$ cat src/rtl/scan_pkg.sv
// Shared types and channel-search helpers for the decoder select sequencer.
package scan_pkg;

    localparam int NUM_CH = 4;

    typedef enum logic {
        IDLE = 1'b0,
        RUN  = 1'b1
    } state_t;

    typedef struct packed {
        logic       found;
        logic [1:0] idx;
    } sel_t;

    // Scanning downwards leaves the lowest qualifying channel in the result.
    function automatic sel_t next_en(input logic [NUM_CH-1:0] mask, input logic [1:0] idx);
        sel_t r;
        r = '0;
        for (int i = NUM_CH - 1; i >= 0; i--) begin
            if (i > int'(idx) && mask[i]) begin
                r.found = 1'b1;
                r.idx   = i[1:0];
            end
        end
        return r;
    endfunction

    function automatic logic [1:0] first_en(input logic [NUM_CH-1:0] mask);
        logic [1:0] r;
        r = '0;
        for (int i = NUM_CH - 1; i >= 0; i--) begin
            if (mask[i]) r = i[1:0];
        end
        return r;
    endfunction

endpackage

$ cat src/rtl/scan_dwell_cnt.sv
// Loadable down-counter that times how long each channel stays selected.
module scan_dwell_cnt #(
    parameter int DWELL_W = 8
) (
    input  logic               clk,
    input  logic               rst,
    input  logic               load_i,
    input  logic [DWELL_W-1:0] load_val_i,
    input  logic               dec_i,
    output logic               zero_o
);

    logic [DWELL_W-1:0] cnt_q, cnt_d;

    // NOTE: every always_comb output gets a default first so no path leaves it unassigned and infers a latch.
    always_comb begin
        cnt_d = cnt_q;
        if (load_i) begin
            cnt_d = load_val_i;
        end else if (dec_i && cnt_q != '0) begin
            cnt_d = cnt_q - DWELL_W'(1);
        end
    end

    // NOTE: sequential state uses non-blocking assignment so all flops update together at the edge.
    always_ff @(posedge clk or posedge rst) begin
        if (rst) cnt_q <= '0;
        else     cnt_q <= cnt_d;
    end

    assign zero_o = (cnt_q == '0);

endmodule

$ cat src/rtl/scan_sel_gen.sv
// Steps the 2-bit decoder select through enabled channels, holding each for dwell+1 cycles.
module scan_sel_gen #(
    parameter int DWELL_W = 8
) (
    input  logic               clk,
    input  logic               rst,
    input  logic               start,
    input  logic               stop,
    input  logic               mode,
    input  logic [3:0]         mask,
    input  logic [DWELL_W-1:0] dwell,
    output logic               a,
    output logic               b,
    output logic               valid,
    output logic               step,
    output logic               busy,
    output logic               done
);

    import scan_pkg::*;

    state_t             state_q, state_d;
    logic [1:0]         idx_q, idx_d;
    logic               mode_q, mode_d;
    logic [3:0]         mask_q, mask_d;
    logic [DWELL_W-1:0] dwell_q, dwell_d;
    logic               step_q, step_d;
    logic               done_q, done_d;

    logic               cnt_load, cnt_dec, cnt_zero;
    logic [DWELL_W-1:0] cnt_val;
    sel_t               nxt;

    scan_dwell_cnt #(.DWELL_W(DWELL_W)) u_dwell_cnt (
        .clk        (clk),
        .rst        (rst),
        .load_i     (cnt_load),
        .load_val_i (cnt_val),
        .dec_i      (cnt_dec),
        .zero_o     (cnt_zero)
    );

    assign nxt = next_en(mask_q, idx_q);

    always_comb begin
        state_d  = state_q;
        idx_d    = idx_q;
        mode_d   = mode_q;
        mask_d   = mask_q;
        dwell_d  = dwell_q;
        step_d   = 1'b0;
        done_d   = 1'b0;
        cnt_load = 1'b0;
        cnt_val  = dwell_q;
        cnt_dec  = 1'b0;
        case (state_q)
            IDLE: begin
                if (start && mask != 4'b0000) begin
                    state_d  = RUN;
                    mode_d   = mode;
                    mask_d   = mask;
                    dwell_d  = dwell;
                    idx_d    = first_en(mask);
                    cnt_load = 1'b1;
                    cnt_val  = dwell;
                    step_d   = 1'b1;
                end
            end
            RUN: begin
                // Abort wins over expiry; the counter is parked at zero either way.
                if (stop) begin
                    state_d  = IDLE;
                    idx_d    = '0;
                    cnt_load = 1'b1;
                    cnt_val  = '0;
                end else if (!cnt_zero) begin
                    cnt_dec = 1'b1;
                end else if (nxt.found) begin
                    idx_d    = nxt.idx;
                    cnt_load = 1'b1;
                    step_d   = 1'b1;
                end else if (mode_q) begin
                    idx_d    = first_en(mask_q);
                    cnt_load = 1'b1;
                    step_d   = 1'b1;
                end else begin
                    state_d  = IDLE;
                    idx_d    = '0;
                    cnt_load = 1'b1;
                    cnt_val  = '0;
                    done_d   = 1'b1;
                end
            end
            default: state_d = IDLE;
        endcase
    end

    always_ff @(posedge clk or posedge rst) begin
        if (rst) begin
            state_q <= IDLE;
            idx_q   <= '0;
            mode_q  <= 1'b0;
            mask_q  <= '0;
            dwell_q <= '0;
            step_q  <= 1'b0;
            done_q  <= 1'b0;
        end else begin
            state_q <= state_d;
            idx_q   <= idx_d;
            mode_q  <= mode_d;
            mask_q  <= mask_d;
            dwell_q <= dwell_d;
            step_q  <= step_d;
            done_q  <= done_d;
        end
    end

    assign a     = idx_q[1];
    assign b     = idx_q[0];
    assign valid = (state_q == RUN);
    assign busy  = (state_q == RUN);
    assign step  = step_q;
    assign done  = done_q;

endmodule

$ cat config.mk
export PLATFORM = sky130hd
export DESIGN_NAME = scan_sel_gen
export DESIGN_NICKNAME = d
export VERILOG_FILES = /design/src/rtl/scan_pkg.sv /design/src/rtl/scan_dwell_cnt.sv /design/src/rtl/scan_sel_gen.sv
export SDC_FILE = /design/constraint.sdc
export NUM_CORES = 1
export LEC_CHECK = 0
export ABC_AREA = 0
export CAP_MARGIN = 20
export CORE_MARGIN = 8
export CORE_UTILIZATION = 50
export DETAILED_ROUTE_END_ITERATION = 7
export MAX_ROUTING_LAYER = met4
export PLACE_DENSITY = 0.77
export REMOVE_ABC_BUFFERS = 1
export SYNTH_ARGS = -nofsm -noshare
export SYNTH_HDL_FRONTEND = slang
export SYNTH_HIERARCHICAL = 1
export SYNTH_SLANG_ARGS = --single-unit
$ cat constraint.sdc
create_clock -name clk -period 3.6 [get_ports clk]
set_clock_uncertainty 0.15 [all_clocks]
set_input_delay 0.36 -clock clk [delete_from_list [all_inputs] [get_ports clk]]
set_output_delay 0.36 -clock clk [all_outputs]
set_load 0.02 [all_outputs]
## Word-level counts from Yosys, hierarchy flattened

Cells that the tools add are included.

- Register bits: 26
- Bits of input ports: 17
- Output and inout bits: 6
- Word-level logic and storage cells: 71

- Add/subtract/negate cells: 1
- Order comparisons: 3
- Equality and inequality tests: 2
- Multiplexer cells: 45
- Bitwise logic cells: 1
- Reductions and logical operators: 11

Operators with widths:

| operator | count |
|---|---|
| 8-bit 2-to-1 mux | 7 |
| 2-bit 2-to-1 mux | 13 |
| 1-bit 2-to-1 mux | 17 |
| 8-bit case mux with 2 select lines | 1 |
| 3-bit 2-to-1 mux | 3 |
| 8-bit logical NOT | 1 |
| 8-bit nonzero test | 1 |
| 8-bit by 1-bit subtractor with 8-bit output (second input constant) | 1 |
| 1-bit case mux with 2 select lines | 3 |
| 1-bit logical AND | 5 |
| 2-bit greater-than comparator (first input constant) | 2 |
| 2-bit case mux with 2 select lines | 1 |
| 2-bit AND reduction | 2 |
| 4-bit nonzero test | 1 |
| 3-bit by 2-bit inequality test with 1-bit output (second input constant) | 1 |
| 1-bit by 2-bit greater-than comparator with 1-bit output (first input constant) | 1 |
| 2-bit inequality test (second input constant) | 1 |
| 2-bit nonzero test | 1 |
| 1-bit inverter | 1 |

## Longest topological paths before layout

- Depth after elaboration: 10
- Gate-level depth with buffers: 9
- Depth with buffers taken out: 9

## Hierarchy

The synthesis kept the hierarchy.

By module, submodules not included:

| module | instances | cells an instance | area each (um^2) | sequential area each (um^2) |
|---|---|---|---|---|
| scan_sel_gen | 1 | 88 | 954.7 | 450.4 |
| scan_dwell_cnt | 1 | 53 | 495.5 | 200.2 |

## Least setup slack after synthesis

Ideal clock, no wire load.

- Kind: register to register
- Start: reg u_dwell_cnt.cnt_q[0]
- End: reg u_dwell_cnt.cnt_q[3]
- Setup time: 0.130 ns
- Data arrival time: 2.364 ns
- Required time: 3.320 ns
- Setup slack: 0.956 ns
- Cell stages (with the launch flop): 10
- Path buffers: 0
- Period minus slack after synthesis: 2.644 ns
- Path through: dfrtp_1 inv_1 ha_1 or4b_4 nor2_1 nand2_1 o41ai_2 nor2b_1 a22oi_1 o41ai_1

- Elaborated cells on any way between the ends: 16
- Classes of those cells: add/sub: 1; mux: 11; reduce/logical: 4

RTL lines:

| item | line | RTL |
|---|---|---|
| from (decl) | scan_dwell_cnt.sv:13 | `logic [DWELL_W-1:0] cnt_q, cnt_d;` |
| from (signal assigned) | scan_dwell_cnt.sv:28 | `else cnt_q <= cnt_d;` |
| 8-bit logical NOT | scan_dwell_cnt.sv:31 | `assign zero_o = (cnt_q == '0);` |
| named net cnt_zero | scan_sel_gen.sv:30 | `logic cnt_load, cnt_dec, cnt_zero;` |
| 8-bit 2-to-1 mux | scan_sel_gen.sv:76 | `end else if (!cnt_zero) begin` |
| 8-bit 2-to-1 mux | scan_sel_gen.sv:71 | `if (stop) begin` |
| 8-bit case mux with 2 select lines | scan_sel_gen.sv:56 | `case (state_q)` |
| named net cnt_val[3] | scan_sel_gen.sv:31 | `logic [DWELL_W-1:0] cnt_val;` |
| 8-bit 2-to-1 mux | scan_dwell_cnt.sv:18 | `if (load_i) begin` |

The timed path passes the listed nets, and every way through them passes these cells. The select of a mux whose other input is x is not followed.
A chain may end at the register's enable or synchronous reset.

## Worst setup path after layout

Ends and elaborated chain as after synthesis.

==> flow_summary.yaml <==
run_status:
  outcome: "finished, final reports clean"
timing:
  fin_ws_ns: 0.908
  tns_ns: 0
  hold_viol_final: 0
  max_freq_ghz: 0.371
  rsz0062_at_grt: "no"
  drv_slew: 0
  fin_hold_ws_ns: 0.177
  max-slew-margin-rel_pct: 53.1
  period_share_pct: 74.8
  finalSetupViolations: 0
  worstMarginPinSlew_ns: 0.694
  fin_crit_ns: 2.69
critical_path:
  cp.required_ns: 3.66
  r2r_cells: 10
  criticalPathCategory: "flip-flop to flip-flop"
  rr_startpoint: "u_dwell_cnt/cnt_q[0]$_DFFE_PP0P_"
  critPathSlowestCell: "or4b_4"
  cpPeakStageDelay_ns: 0.50
  r2r_slack_ns: 0.91
  r2r-end: "u_dwell_cnt/cnt_q[3]$_DFFE_PP0P_"
  end_kind: "flip-flop"
  worstPathArrival_ns: 2.75
  path_cells: "inv_1, ha_1, or4b_4, nor2_1, nand2_1, o41ai_2, buf_4, nor2b_1, a22oi_1, o41ai_1"
  crit_path_start_kind: "flip-flop"
  crit_fanout: 8
route:
  routedWlPerCell_um: 17.0
  antenna_left: 0
  post-route-drc-count: 0
  route.vias.total: 1146
  avgViaCountPerCell: 5.88
  dr.pass1.iters: 4
  wl_um: 3320
  drt_iter0_markers: 129
synthesis:
  ys_seq_area_share_pct: 44.9
  synth.distinct_cells: 49
  ys_seq_elements: 26
  ys_warn_count: 6
  synth_top_area_share_pct: 44.9
  synthCells: 141
  ys_top_cells_by_area: "dfrtp_1, mux2_2, nand2_1"
  synth.largest_area_cell: "dfrtp_1"
  syn-cell-area_um2: 1450
  synthFlopType: "dfrtp_1"
  syn_avg_cell_area_um2: 10.3
  synth_edf_count: 0
  synth-async-reset-ratio_pct: 100
clock_tree:
  max-clock-path-buffers: 2
  cts_root_buffer: "clkbuf_4"
  cts_setup_buffers: 0
  clk_latency_ns: 0.32
  htreeDepth: 1
  cts.hold.buffers_added: 0
  clock-sinks: 26
  cts_buffers: 3
  cts_tree: "built"
  ctsResizeCount: 0
  clk_pin_slew_worst_paths_ns: 0.15
grt:
  met1_usage_pct: 16.5
  top_usage_layer: "met2"
  antenna_found_initial: 0
  grt_pass1_wl_um: 5720
  grt_max_degree: 19
  grt_usage_pct: 14.3
  grt-ovfl-total: 0
  grt_use_met3_pct: 3.11
  met2_usage_pct: 24.1
  grt_pass1_vias: 1211
power_and_ir_drop:
  powerDensity_nw_per_um2: 585
  vdd_drop_max_uv: 357
  p_leak_nw: 0.719
place:
  gp_congestion: 0.913
  pre_cts_slack_ns: 0.959
  io_buffers: 22
  dp_cells: 191
  dp_hpwl_um: 2540
final_layout:
  area.growth.synth_to_final_pct: 19.0
  drive_gt1_share_pct: 13.4
  finalNonFillerCells: 195
  final_util_pct: 62.6
  final_common_cell: "dfrtp_1"
  diodes: 0
  layout_common_cells: "dfrtp_1, clkdlybuf4s50_1, nand2_1, inv_1, nor2_1"
  layout.nets: 184
floorplanning:
  fp.dieW_um: 69.9
  fp-row-count: 19
  coreArea_um2: 2760
  io_pins: 23
  die-area_um2: 4880
  fp.dieH_um: 69.9
  initial_core_util_pct: 52.6
hold_path:
  hp-class: "input pin to async pin"
run:
  drv_cap: 0
[state kept, by name (all words and copies together) (netlist names)]
register           cells
u_dwell_cnt/cnt_q      8
idx_q                  2
done                   1
mode_q                 1
mask_q                 4
dwell_q                8
step                   1
busy                   1
[per-layer routing]
layer / part of all wire [%] / routed length, µm
met1: 43 / 1440
met2: 51 / 1690
met3: 4.3 / 142
met4: 1.3 / 42
met5: 0 / 0
[critical path, delay by kind of cell (launching register included)]
kind | cells | cell delay (ns)
flops | 1 | 0.40
compound gates | 3 | 0.51
simple gates | 4 | 0.99
buf+inv | 2 | 0.34
fa+ha+maj | 1 | 0.19
[cell usage after synthesis, drive strengths merged, types with 3 or more instances]
cell type  instances
nor3               3
nor2              10
buf                3
inv               13
nand2b             3
o41ai              3
o21ai             12
a21oi              3
nor2b              8
dfrtp             26
nand2             14
mux2               9
nor4b              4
[cell families (layout without fill, tap and decap cells)]
logic type / count (synthesis) / in the layout / share of synthesized area, %
DFF: 26 / 26 / 44.9
and+or+nand+nor: 51 / 51 / 20.8
AOI/OAI and AO/OA: 30 / 30 / 15.8
adders and majority gates: 2 / 2 / 1.73
xor gates and xnor gates: 4 / 4 / 2.42
muxes: 11 / 11 / 9.15
buffers and inverters: 17 / 40 / 5.26
[cell type report]
type,count,area [µm²]
fillers,235,1030
multi-input cells,98,723
clock buffers,4,36.3
inverters,13,48.8
well taps,31,38.8
repair buffers,23,228
flip-flops and latches,26,651
[metrics by stage]
step                power (mW)  cell area, µm²
floorplan                0.726            1420
global placement         0.832            1690
detailed placement       0.856            1690
CTS                       1.01            1730
global route              1.08            1730
finish                    1.01            1730
[worst max-delay path by stage]
stage / startpoint / endpoint / slack, ns / depth (start not counted)
6_report: u_dwell_cnt/cnt_q[0]$_DFFE_PP0P_ / u_dwell_cnt/cnt_q[3]$_DFFE_PP0P_ / 0.91 / 10
5_1_grt: u_dwell_cnt/cnt_q[0]$_DFFE_PP0P_ / u_dwell_cnt/cnt_q[3]$_DFFE_PP0P_ / 0.71 / 9
4_1_cts: u_dwell_cnt/cnt_q[0]$_DFFE_PP0P_ / u_dwell_cnt/cnt_q[3]$_DFFE_PP0P_ / 0.93 / 10
3_5_place_dp: mask[0] / u_dwell_cnt/cnt_q[3]$_DFFE_PP0P_ / 0.96 / 7
3_3_place_gp: mask[0] / u_dwell_cnt/cnt_q[3]$_DFFE_PP0P_ / 0.98 / 7
2_1_floorplan: u_dwell_cnt/cnt_q[0]$_DFFE_PP0P_ / u_dwell_cnt/cnt_q[3]$_DFFE_PP0P_ / 0.93 / 9
[power breakdown]
| group | internal, mW | switching, mW | leakage [nW] |
|---|---|---|---|
| Combinational | 0.189 | 0.218 | 0.379 |
| Clock | 0.0618 | 0.0891 | 0.0210 |
| Sequential | 0.374 | 0.0785 | 0.319 |
| Total | 0.625 | 0.385 | 0.719 |
Note: power is estimated with default switching activity, not from simulation.
